===== src/rtl/sample_iterator.sv =====
// Walks every sample-grid point inside a triangle's bounding box in raster
// order (x fastest), one sample per non-held cycle, one bubble between tris.
// Optional macro: SAMPLE_ITER_CLAMP_EN clamps the box to the screen.
// Ports:
//   clk, rst          clock, synchronous active-high reset
//   tri_R13S          triangle vertices in (signed fixed point)
//   color_R13U        triangle color in
//   box_R13S          bbox [0]=lower-left [1]=upper-right, [.][0]=x [.][1]=y
//   validTri_R13H     triangle/box valid
//   halt_RnnnnL       1 = a triangle is accepted this cycle
//   hold_R16H         downstream stall
//   screen_RnnnnS     screen width/height (used only when clamping)
//   subSample_RnnnnU  one-hot MSAA: [0]=64x [1]=16x [2]=4x [3]=1x
//   tri_R16S          latched triangle
//   color_R16U        latched color
//   sample_R16S       current sample x,y
//   validSamp_R16H    sample_R16S valid
module sample_iterator #(
  parameter int SIGFIG = 24,
  parameter int RADIX  = 10,
  parameter int VERTS  = 3,
  parameter int AXIS   = 3,
  parameter int COLORS = 3
) (
  input  logic                     clk,
  input  logic                     rst,
  input  logic signed [SIGFIG-1:0] tri_R13S [VERTS-1:0][AXIS-1:0],
  input  logic        [SIGFIG-1:0] color_R13U [COLORS-1:0],
  input  logic signed [SIGFIG-1:0] box_R13S [1:0][1:0],
  input  logic                     validTri_R13H,
  output logic                     halt_RnnnnL,
  input  logic                     hold_R16H,
  input  logic signed [SIGFIG-1:0] screen_RnnnnS [1:0],
  input  logic        [3:0]        subSample_RnnnnU,
  output logic signed [SIGFIG-1:0] tri_R16S [VERTS-1:0][AXIS-1:0],
  output logic        [SIGFIG-1:0] color_R16U [COLORS-1:0],
  output logic signed [SIGFIG-1:0] sample_R16S [1:0],
  output logic                     validSamp_R16H
);

  // One extra bit so x+step never wraps past the box edge.
  localparam int W = SIGFIG + 1;

  typedef enum logic {
    ST_WAIT,
    ST_TEST
  } state_e;

  function automatic logic signed [W-1:0] sx(
    input logic signed [SIGFIG-1:0] v
  );
    return {v[SIGFIG-1], v};
  endfunction

  state_e                  state_q, state_d;
  logic                    halt_q, halt_d;
  logic                    valid_q, valid_d;
  logic signed [SIGFIG-1:0] sample_q [1:0];
  logic signed [SIGFIG-1:0] sample_d [1:0];
  logic signed [SIGFIG-1:0] tri_q [VERTS-1:0][AXIS-1:0];
  logic signed [SIGFIG-1:0] tri_d [VERTS-1:0][AXIS-1:0];
  logic        [SIGFIG-1:0] color_q [COLORS-1:0];
  logic        [SIGFIG-1:0] color_d [COLORS-1:0];
  logic signed [W-1:0]     llx_q, llx_d;
  logic signed [W-1:0]     ury_q, ury_d;
  logic signed [W-1:0]     urx_q, urx_d;
  logic signed [W-1:0]     step_q, step_d;

  logic        [1:0]       ss_lg2;
  logic        [4:0]       shamt_c;
  logic signed [W-1:0]     step_c;
  logic signed [W-1:0]     mask_c;
  logic signed [W-1:0]     llx_c, lly_c;
  logic signed [W-1:0]     urx_c, ury_c;
  logic signed [W-1:0]     llx_f, lly_f;
  logic                    empty_c;
  logic signed [W-1:0]     nx_c, ny_c;

  // Sample spacing: log2 of samples per pixel edge.
  always_comb begin
    ss_lg2 = 2'd0;
    unique case (1'b1)
      subSample_RnnnnU[0]: ss_lg2 = 2'd3;
      subSample_RnnnnU[1]: ss_lg2 = 2'd2;
      subSample_RnnnnU[2]: ss_lg2 = 2'd1;
      subSample_RnnnnU[3]: ss_lg2 = 2'd0;
      default:             ss_lg2 = 2'd0;
    endcase
  end

  assign shamt_c = 5'(RADIX - int'(ss_lg2));
  assign step_c  = W'(1) << shamt_c;
  assign mask_c  = ~(step_c - W'(1));

  // Incoming box, optionally clamped, then ll snapped to the grid.
  always_comb begin
    llx_c = sx(box_R13S[0][0]);
    lly_c = sx(box_R13S[0][1]);
    urx_c = sx(box_R13S[1][0]);
    ury_c = sx(box_R13S[1][1]);
`ifdef SAMPLE_ITER_CLAMP_EN
    if (llx_c[W-1]) llx_c = '0;
    if (lly_c[W-1]) lly_c = '0;
    if (urx_c > sx(screen_RnnnnS[0]) - step_c)
      urx_c = sx(screen_RnnnnS[0]) - step_c;
    if (ury_c > sx(screen_RnnnnS[1]) - step_c)
      ury_c = sx(screen_RnnnnS[1]) - step_c;
`endif
    empty_c = (urx_c < llx_c) || (ury_c < lly_c);
    llx_f   = llx_c & mask_c;
    lly_f   = lly_c & mask_c;
  end

`ifndef SAMPLE_ITER_CLAMP_EN
  logic unused_screen;
  assign unused_screen = ^{screen_RnnnnS[0], screen_RnnnnS[1]};
`endif

  assign nx_c = sx(sample_q[0]) + step_q;
  assign ny_c = sx(sample_q[1]) + step_q;

  always_comb begin
    state_d  = state_q;
    halt_d   = halt_q;
    valid_d  = valid_q;
    sample_d = sample_q;
    tri_d    = tri_q;
    color_d  = color_q;
    llx_d    = llx_q;
    urx_d    = urx_q;
    ury_d    = ury_q;
    step_d   = step_q;
    unique case (state_q)
      ST_WAIT: begin
        halt_d  = 1'b1;
        valid_d = 1'b0;
        // An empty box is swallowed here and never reaches TEST.
        if (validTri_R13H && !empty_c) begin
          tri_d       = tri_R13S;
          color_d     = color_R13U;
          llx_d       = llx_f;
          urx_d       = urx_c;
          ury_d       = ury_c;
          step_d      = step_c;
          sample_d[0] = llx_f[SIGFIG-1:0];
          sample_d[1] = lly_f[SIGFIG-1:0];
          state_d     = ST_TEST;
          halt_d      = 1'b0;
          valid_d     = 1'b1;
        end
      end
      ST_TEST: begin
        if (!hold_R16H) begin
          if (nx_c <= urx_q) begin
            sample_d[0] = nx_c[SIGFIG-1:0];
          end else if (ny_c <= ury_q) begin
            sample_d[0] = llx_q[SIGFIG-1:0];
            sample_d[1] = ny_c[SIGFIG-1:0];
          end else begin
            state_d = ST_WAIT;
            halt_d  = 1'b1;
            valid_d = 1'b0;
          end
        end
      end
      default: begin
        state_d = ST_WAIT;
        halt_d  = 1'b1;
        valid_d = 1'b0;
      end
    endcase
  end

  always_ff @(posedge clk) begin
    if (rst) begin
      state_q  <= ST_WAIT;
      halt_q   <= 1'b1;
      valid_q  <= 1'b0;
      sample_q <= '{default: '0};
      tri_q    <= '{default: '0};
      color_q  <= '{default: '0};
      llx_q    <= '0;
      urx_q    <= '0;
      ury_q    <= '0;
      step_q   <= '0;
    end else begin
      state_q  <= state_d;
      halt_q   <= halt_d;
      valid_q  <= valid_d;
      sample_q <= sample_d;
      tri_q    <= tri_d;
      color_q  <= color_d;
      llx_q    <= llx_d;
      urx_q    <= urx_d;
      ury_q    <= ury_d;
      step_q   <= step_d;
    end
  end

  assign halt_RnnnnL    = halt_q;
  assign validSamp_R16H = valid_q;
  assign sample_R16S    = sample_q;
  assign tri_R16S       = tri_q;
  assign color_R16U     = color_q;

endmodule


===== config.mk =====
export PLATFORM = sky130hd
export DESIGN_NAME = sample_iterator
export DESIGN_NICKNAME = d
export VERILOG_FILES = /design/src/rtl/sample_iterator.sv
export SDC_FILE = /design/constraint.sdc
export NUM_CORES = 1
export LEC_CHECK = 0
export ABC_AREA = 1
export CAP_MARGIN = 20
export CORE_AREA = 4 4 299 301
export CTS_BUF_LIST = sky130_fd_sc_hd__clkbuf_2 sky130_fd_sc_hd__clkbuf_4 sky130_fd_sc_hd__clkbuf_8
export DETAILED_ROUTE_END_ITERATION = 12
export DIE_AREA = 0 0 303 305
export SLEW_MARGIN = 10
export SYNTH_ARGS = -nofsm -noshare
export SYNTH_HDL_FRONTEND = slang
export SYNTH_SLANG_ARGS = --single-unit

===== constraint.sdc =====
create_clock -name clk -period 7.68 [get_ports clk]
set_input_delay 1.152 -clock clk [delete_from_list [all_inputs] [get_ports clk]]
set_output_delay 1.152 -clock clk [all_outputs]
set_load 0.005 [all_outputs]

==> results of run 1 <==
==> synthesized netlist by cell type, types with 2 or more instances <==
master | count | area [um^2]
nand2_1 | 438 | 1640
clkbuf_1 | 86 | 323
or2_2 | 4 | 25.0
fa_1 | 2 | 40.0
o21ai_1 | 12 | 60.1
o21ai_0 | 392 | 1960
a21o_1 | 4 | 30.0
nand3_1 | 83 | 415
and2_1 | 8 | 50.1
nor3_1 | 19 | 95.1
xor2_1 | 18 | 158
nand3b_1 | 13 | 97.6
a211oi_1 | 2 | 15.0
nand2_4 | 3 | 33.8
a21oi_1 | 156 | 781
xnor2_1 | 7 | 61.3
nand4_1 | 21 | 131
inv_1 | 258 | 968
nor2_1 | 745 | 2800
o21a_1 | 5 | 37.5
a31oi_1 | 4 | 25.0
o22ai_1 | 3 | 18.8
ha_1 | 128 | 1600
nand2_2 | 2 | 12.5
buf_6 | 5 | 56.3
buf_1 | 2 | 7.51
nor4_1 | 5 | 31.3
dfxtp_1 | 426 | 8530
o21bai_1 | 2 | 15.0
buf_4 | 6 | 45.0
buf_2 | 52 | 260
inv_2 | 2 | 7.51
==> power breakdown <==
group	switching (mW)	internal, mW	total (mW)
sequential	0.315	2.58	2.90
combinational	2.32	1.67	3.98
clock	1.07	1.43	2.49
total	3.70	5.67	9.37
==> state kept, by name, summed over array words and instances, names as in the netlist <==
name and count:
state_q 1, step_q 15, color_R16U 72, validSamp_R16H 1, ury_q 24, halt_RnnnnL 1
tri_R16S 216, llx_q 24, urx_q 24, sample_R16S 48
==> worst max-delay path, stage by stage, from the launching register on <==
cell	delay, ps
dfxtp_1	570
inv_1	150
fa_1	450
nand3b_1	170
nand2_1	120
nand3_1	80
nand2_1	160
nand2_1	70
nand2_1	190
xor2_1	340
inv_1	120
ha_1	310
nand2_1	70
nor2_1	140
nand4_1	130
nor2_1	110
nand2_1	70
nand4_1	70
nand2_1	350
buf_4	350
inv_1	640
nand2_1	100
nand3_1	100
nand2_1	70
nor2_1	180
nor2_1	70
==> cells in the final DEF (no fill, tap or decap), drive strengths merged, types with 7 or more instances in the layout <==
master / synthesis / routed
a21oi: 156 / 156
and2: 9 / 9
buf: 65 / 14
clkbuf: 86 / 132
clkdlybuf4s50: 0 / 728
clkinv: 1 / 8
dfxtp: 426 / 426
ha: 128 / 128
inv: 260 / 267
nand2: 443 / 443
nand3: 84 / 84
nand3b: 13 / 13
nand4: 21 / 21
nor2: 747 / 747
nor3: 19 / 19
o21ai: 404 / 404
xnor2: 7 / 7
xor2: 18 / 18
==> logic make-up after synthesis <==
kind of cell,count (synthesis),share of synthesized area
AO/OA/AOI/OAI,580,0.144
flip-flops,426,0.418
AND/OR/NAND/NOR,1345,0.264
XOR/XNOR,25,0.0107
buffers and inverters,412,0.0820
adder cells (fa/ha/maj),130,0.0806
==> cell type report <==
type | count | area share
antenna | 5 | 0.000411
clock buffer | 132 | 0.0537
clock inverter | 18 | 0.00567
inverter | 261 | 0.0324
multi-input combinational | 2080 | 0.335
sequential | 426 | 0.280
tap | 1155 | 0.0475
timing repair buffer | 742 | 0.245
==> routing by layer <==
layer	track usage	wire [um]
met4	0.0525	1940
met2	0.309	42000
met5	0	126
met1	0.249	40400
met3	0.0540	7610
==> per-stage QoR <==
stage                     power (mW)  utilization  setup WS (ps)  hold slack, ps
after CTS                       9.49        0.351           2320             445
after detailed placement        6.93        0.330           2360             437
after global placement          6.89        0.330           2350             431
after global routing            10.1        0.351           1970             469
final                           9.37        0.351           2340             443
after floorplan                 5.22            -           4130             424
==> worst paths after layout <==
check,slack [ps],cells past startpoint,to,start
max reg2reg,2340,25,sample_R16S[12],step_q[5]
max,2340,25,sample_R16S[12],step_q[5]
min reg2reg,440,2,llx_q[1],llx_q[1]
min,440,2,llx_q[1],llx_q[1]
==> run summary, run 1 <==
Outcome = finished, final reports clean
Drt drc = 0
Fill count = 9176
Register area = 8530 um^2
Initial Util = 0.235
Worst vdd ir = 225 uV
Post-Syn Instances = 2918
PortBufs = 728
Leakage Power = 12.7 nW
First-pass DRT Iterations = 5
Crit Path Class = register to register
Finished Layout Cells = 4819
Congestion Overflow GR = 0
EDFF count, synth = 0
Setup skew after layout = 32.0 ps
Power Density = 308 nW/um^2
Fin crit share = 0.695
Final hold vios = 0
Netlist Area Pre-Place = 20400 um^2
Fraction of registers with async set or reset after synthesis = 0
Initial antenna violation count = 25
Final min period = 5340 ps
# resized after CTS = 0
Worst-margin pin slew = 979 ps
Setup TNS = 0 ps
Vias in the first global route = 19900
CTS Sinks = 426
Syn avg cell area = 6.98 um^2
Post-DR wirelength/cell = 19.1 um
Clock transition at path regs = 60 ps
Die height = 305 um
Synth warnings = 0
CTS max path bufs = 3
Iteration-0 DRC Markers = 1357
Critical Path End Type = register
Final setup violating endpoints = 0
DIE AREA = 92400 um^2
DRT antenna net count = 0
Site row count = 108
Startpoint types = register
Synth Net Count = 3488
FF+latch count, synth = 426
Slew HR = 0.345
Clk_lat worst skew = 690 ps
RSZ-0062 raised after global routing = false
Pins Over Slew Limit = 0
Fraction of layout cells with a size suffix above 1 = 0.0495
Max Cap Violations = 0
H-tree levels = 3
Placed Cells = 4664
Final WL = 92100 um
Sequential element share of the synthesized area = 0.418
Die outline width = 303 um
First-pass GRT wire length = 131000 um
Worst min-delay path category = register to register
Cell area after layout = 30400 um^2
Post-CTS setup buffer count = 0
Max frequency = 0.187 GHz
GP Congestion = 0.930
Largest net degree at the start of global routing = 162
Top fanout value on the critical path = 22
Vias per cell = 4.38
Final nets = 4165
Via count = 21100
Root buffer cell = clkbuf_8
HPWL after DPL = 72000 um
CTS buffer count = 84
Critical Path AT = 5890 ps
I/O pin count = 778
Total Routing Usage GR = 0.191
Synth unique cells = 37
Area grow syn2layout = 49.4%
Core ar. = 86600 um^2
Multi-input gate area = 10200 um^2
Top_reg_cell synth = dfxtp_1
Hold_buf cts = 0
Cell Area, Placed = 28600 um^2
Req. time, crit path = 8230 ps
TritonCTS clock tree = yes
Power figures use the tool's default switching activity.
==> inputs of run 2 (changes only) <==
==> constraint.sdc (replaced) <==
create_clock -name clk -period 4.5 [get_ports clk]
set_input_delay 0.675 -clock clk [delete_from_list [all_inputs] [get_ports clk]]
set_output_delay 0.675 -clock clk [all_outputs]
set_load 0.005 [all_outputs]
==> run summary, run 2 (synthesized netlist as in run 1, its figures left out) <==
Finished Layout Cells = 4863 (+0.91%)
Via count = 21400 (+1.7%)
Drt drc = 0 (unchanged)
Iteration-0 DRC Markers = 1419 (+4.6%)
Final setup violating endpoints = 0 (unchanged)
Final WL = 91400 um (-0.72%)
Largest net degree at the start of global routing = 81 (-50%)
PortBufs = 728 (unchanged)
Fin crit share = 0.920 (+0.225)
CP max-delay cell = dfxtp_2
Max Cap Violations = 0 (unchanged)
Max frequency = 0.241 GHz (+29%)
Crit Path Class = register to register
Leakage Power = 13.0 nW (+2.1%)
Die height = 305 um (unchanged)
Fraction of layout cells with a size suffix above 1 = 0.0611 (+0.0116)
Vias per cell = 4.41 (+0.79%)
Crit path largest cell delay = 400 ps (-240 ps)
Clock transition at path regs = 60 ps (about the same)
Pins Over Slew Limit = 0 (unchanged)
I/O pin count = 778 (unchanged)
Setup TNS = 0 ps (unchanged)
Root buffer cell = clkbuf_8
Worst-margin pin slew = 1020 ps (+42.4 ps)
Hold_sp = llx_q[0]
Top fanout value on the critical path = 34 (+55%)
Hold_buf cts = 0 (unchanged)
Most common cell after layout, fill and taps aside = nor2_1
DRT antenna net count = 0 (unchanged)
Max reg flops = 216 (unchanged)
CTS buffer count = 80 (-4.8%)
Worst vdd ir = 360 uV (+60%)
Startpoint types = register
Core ar. = 86600 um^2 (unchanged)
Area grow syn2layout = 52.0%
Die outline width = 303 um (unchanged)
TritonCTS clock tree = yes
Most frequent cells in the layout = nor2_1, clkdlybuf4s50_1, nand2_1
Initial antenna violation count = 31 (+24%)
CTS max path bufs = 3 (unchanged)
Setup skew after layout = 35.4 ps (+3.42 ps)
Outcome = finished, final reports clean
Fill count = 9150 (-0.28%)
Post-DR wirelength/cell = 18.8 um (-1.6%)
R2r startpoint = step_q[0]
Final hold vios = 0 (unchanged)
GP Congestion = 0.950 (+2.2%)
Vias in the first global route = 20300 (+1.9%)
Placed Cells = 4712 (+1.0%)
CP dominant cell by count = nand2_1
DIE AREA = 92400 um^2 (unchanged)
GRT busiest layer = met2
Final min period = 4140 ps (-1200 ps)
RSZ-0062 raised after global routing = false
CTS Sinks = 426 (unchanged)
Site row count = 108 (unchanged)
H-tree levels = 3 (unchanged)
Slew HR = 0.318 (-0.0269)
# resized after CTS = 0 (unchanged)
Final nets = 4209 (+1.1%)
Post-CTS setup buffer count = 0 (unchanged)
Initial Util = 0.235 (unchanged)
Met1 usage = 0.249 (+0.000612)
Power Density = 526 nW/um^2 (+71%)
Critical Path AT = 4730 ps (-1160 ps)
Clk_lat worst skew = 690 ps (about the same)
Critical Path End Type = register
First-pass GRT wire length = 131000 um (about the same)
GRT met2 Usage = 0.306 (-0.00296)
Congestion Overflow GR = 0 (unchanged)
Req. time, crit path = 5090 ps (-3140 ps)
Worst setup path startpoint = step_q[0]
Worst min-delay path category = register to register
Grt met3 use = 0.0545 (+0.000427)
Total Routing Usage GR = 0.190 (-0.000733)
First-pass DRT Iterations = 6 (+1)
HPWL after DPL = 73700 um (+2.4%)
run 2: worst max-delay path: cells and delay by family, from the launching register on:
family,cells,cell delay [ps]
flip-flops,1,400
AND/OR/NAND/NOR,22,2400
buffers and inverters,4,350
adder cells (fa/ha/maj),3,870
run 2: worst paths after layout:
path | endpoint | slack, ps | cells past startpoint
max | sample_R16S[10] | 360 | 29
min | llx_q[0] | 440 | 2
max reg2reg | sample_R16S[10] | 360 | 29
min reg2reg | llx_q[0] | 440 | 2
run 2: routing by layer:
| metal | vias up | share of wire | wire length [um] |
|---|---|---|---|
| met5 | - | 0.00056 | 51 |
| li1 | 10800 | - | - |
| met2 | 729 | 0.45 | 41500 |
| met1 | 9801 | 0.44 | 39900 |
| met4 | 8 | 0.022 | 2000 |
| met3 | 117 | 0.086 | 7870 |
run 2: final cells by class:
type	instances	area, um^2	share of cell area
Antenna cell	10	25.0	0.000808
Clock buffer	117	1490	0.0482
Clock inverter	24	298	0.00961
Inverter	261	991	0.0320
Multi-Input combinational cell	2080	10200	0.330
Sequential cell	426	8530	0.275
Tap cell	1155	1450	0.0467
Timing Repair Buffer	790	7980	0.258
run 2: where the power goes:
| part | leakage [nW] | switching (mW) | internal [mW] | total (mW) |
|---|---|---|---|---|
| clock | 0.944 | 1.78 | 2.48 | 4.26 |
| combinational | 8.54 | 3.92 | 3.12 | 7.04 |
| sequential | 3.47 | 0.596 | 4.41 | 5.00 |
| total | 13.0 | 6.30 | 10.0 | 16.3 |
run 2: through the flow:
stage	utilization	setup WS [ps]	total power, mW	hold slack (ps)	cell area, um^2
4_1_cts	0.357	137	16.4	445	30900
3_3_place_gp	0.336	161	12.0	434	29100
5_1_grt	0.358	37.0	17.6	459	31000
3_5_place_dp	0.336	143	12.1	437	29100
6_report	0.358	359	16.3	442	31000
2_1_floorplan	-	953	8.91	424	20400
==> variant (config.mk and constraints of run 1) <==
`RADIX`: 10 -> 7.
--- a/src/rtl/sample_iterator.sv
+++ b/src/rtl/sample_iterator.sv
@@ -19,3 +19,3 @@
   parameter int SIGFIG = 24,
-  parameter int RADIX  = 10,
+  parameter int RADIX  = 7,
   parameter int VERTS  = 3,
Check against the original RTL: not equivalent (a bounded check fails within 4 cycles, from zero or initial values and one cycle with rst high).
==> variant against run 1 <==
  * Core utilization shrank 2.7 points
  * Synthesized area down 9.1%
  * Design area shrank 7.7%
  * Wire length decreased by 19%
  * Non-clock buffer count fell by 11
  * Setup slack got worse by 0.25 ns
  * Total power down 13%
  * Sequential cell count is 23 lower
  * Critical endpoint is now sample_R16S[23]$_SDFFE_PP0P_
  * Via count fell by 12%
==> variant: results (changes against run 1) <==
static leakage 11.5 nW (was 12.7 nW); status completed (unchanged); fillers 9262 (was 9176); pre-CTS setup slack 2.03 ns (was 2.36 ns); dpl hpwl 55.0 mm (was 72.0 mm); Worst R2R Path Depth 27 (was 25); Non-Clock Buffer Count 731 (was 742); combinational share of power 0.389 (was 0.425); vias 18657 (was 21087); met2 usage 0.245 (was 0.309); syn avg cell area 7.16 µm² (was 6.98 µm²); Initial DRT Pass Iterations 6 (was 5); XOR/XNOR share of the synthesized area 0.00993 (was 0.0107); Inverters, non-clock 225 (was 261); worst-case vdd ir drop 0.000227 V (was 0.000225 V); initial antenna violation count 16 (was 25); routability cong. 0.863 (was 0.930); multi-input combinational area share 0.310 (was 0.335); Synth Area in Adders 0.0677 (was 0.0806); Slowest cell on crit path nand2_1 (was inv_1); Metal-1 WL 32.0 mm (was 40.4 mm); Final Skew 0.0282 ns (was 0.0320 ns); routed len/inst 16.6 µm (was 19.1 µm); # diodes 6 (was 5); sequential share of cell area 0.287 (was 0.280); met2 WL 33.5 mm (was 42.0 mm); internal power 0.00510 W (was 0.00567 W)
-- variant: changes by cell type after synthesis, moves of 9 or more --
| cell | delta |
|---|---|
| o21ai_1 | +19 |
| ha_1 | -31 |
| nand3_1 | -48 |
| buf_2 | -24 |
| clkbuf_1 | -32 |
| clkbuf_2 | +25 |
| o21ai_0 | -9 |
| inv_1 | -35 |
| dfxtp_1 | -23 |
| nand2_1 | -123 |
| buf_6 | +28 |
| a21oi_1 | -42 |
-- variant: worst paths after layout --
path | end | from | slack, ns
hold reg to reg | llx_q[22]$_SDFFE_PP0P_ | llx_q[22]$_SDFFE_PP0P_ | 0.44
hold / removal | llx_q[22]$_SDFFE_PP0P_ | llx_q[22]$_SDFFE_PP0P_ | 0.44
setup reg to reg | sample_R16S[23]$_SDFFE_PP0P_ | step_q[4]$_SDFFE_PP0P_ | 2.09
setup / recovery | sample_R16S[23]$_SDFFE_PP0P_ | step_q[4]$_SDFFE_PP0P_ | 2.09
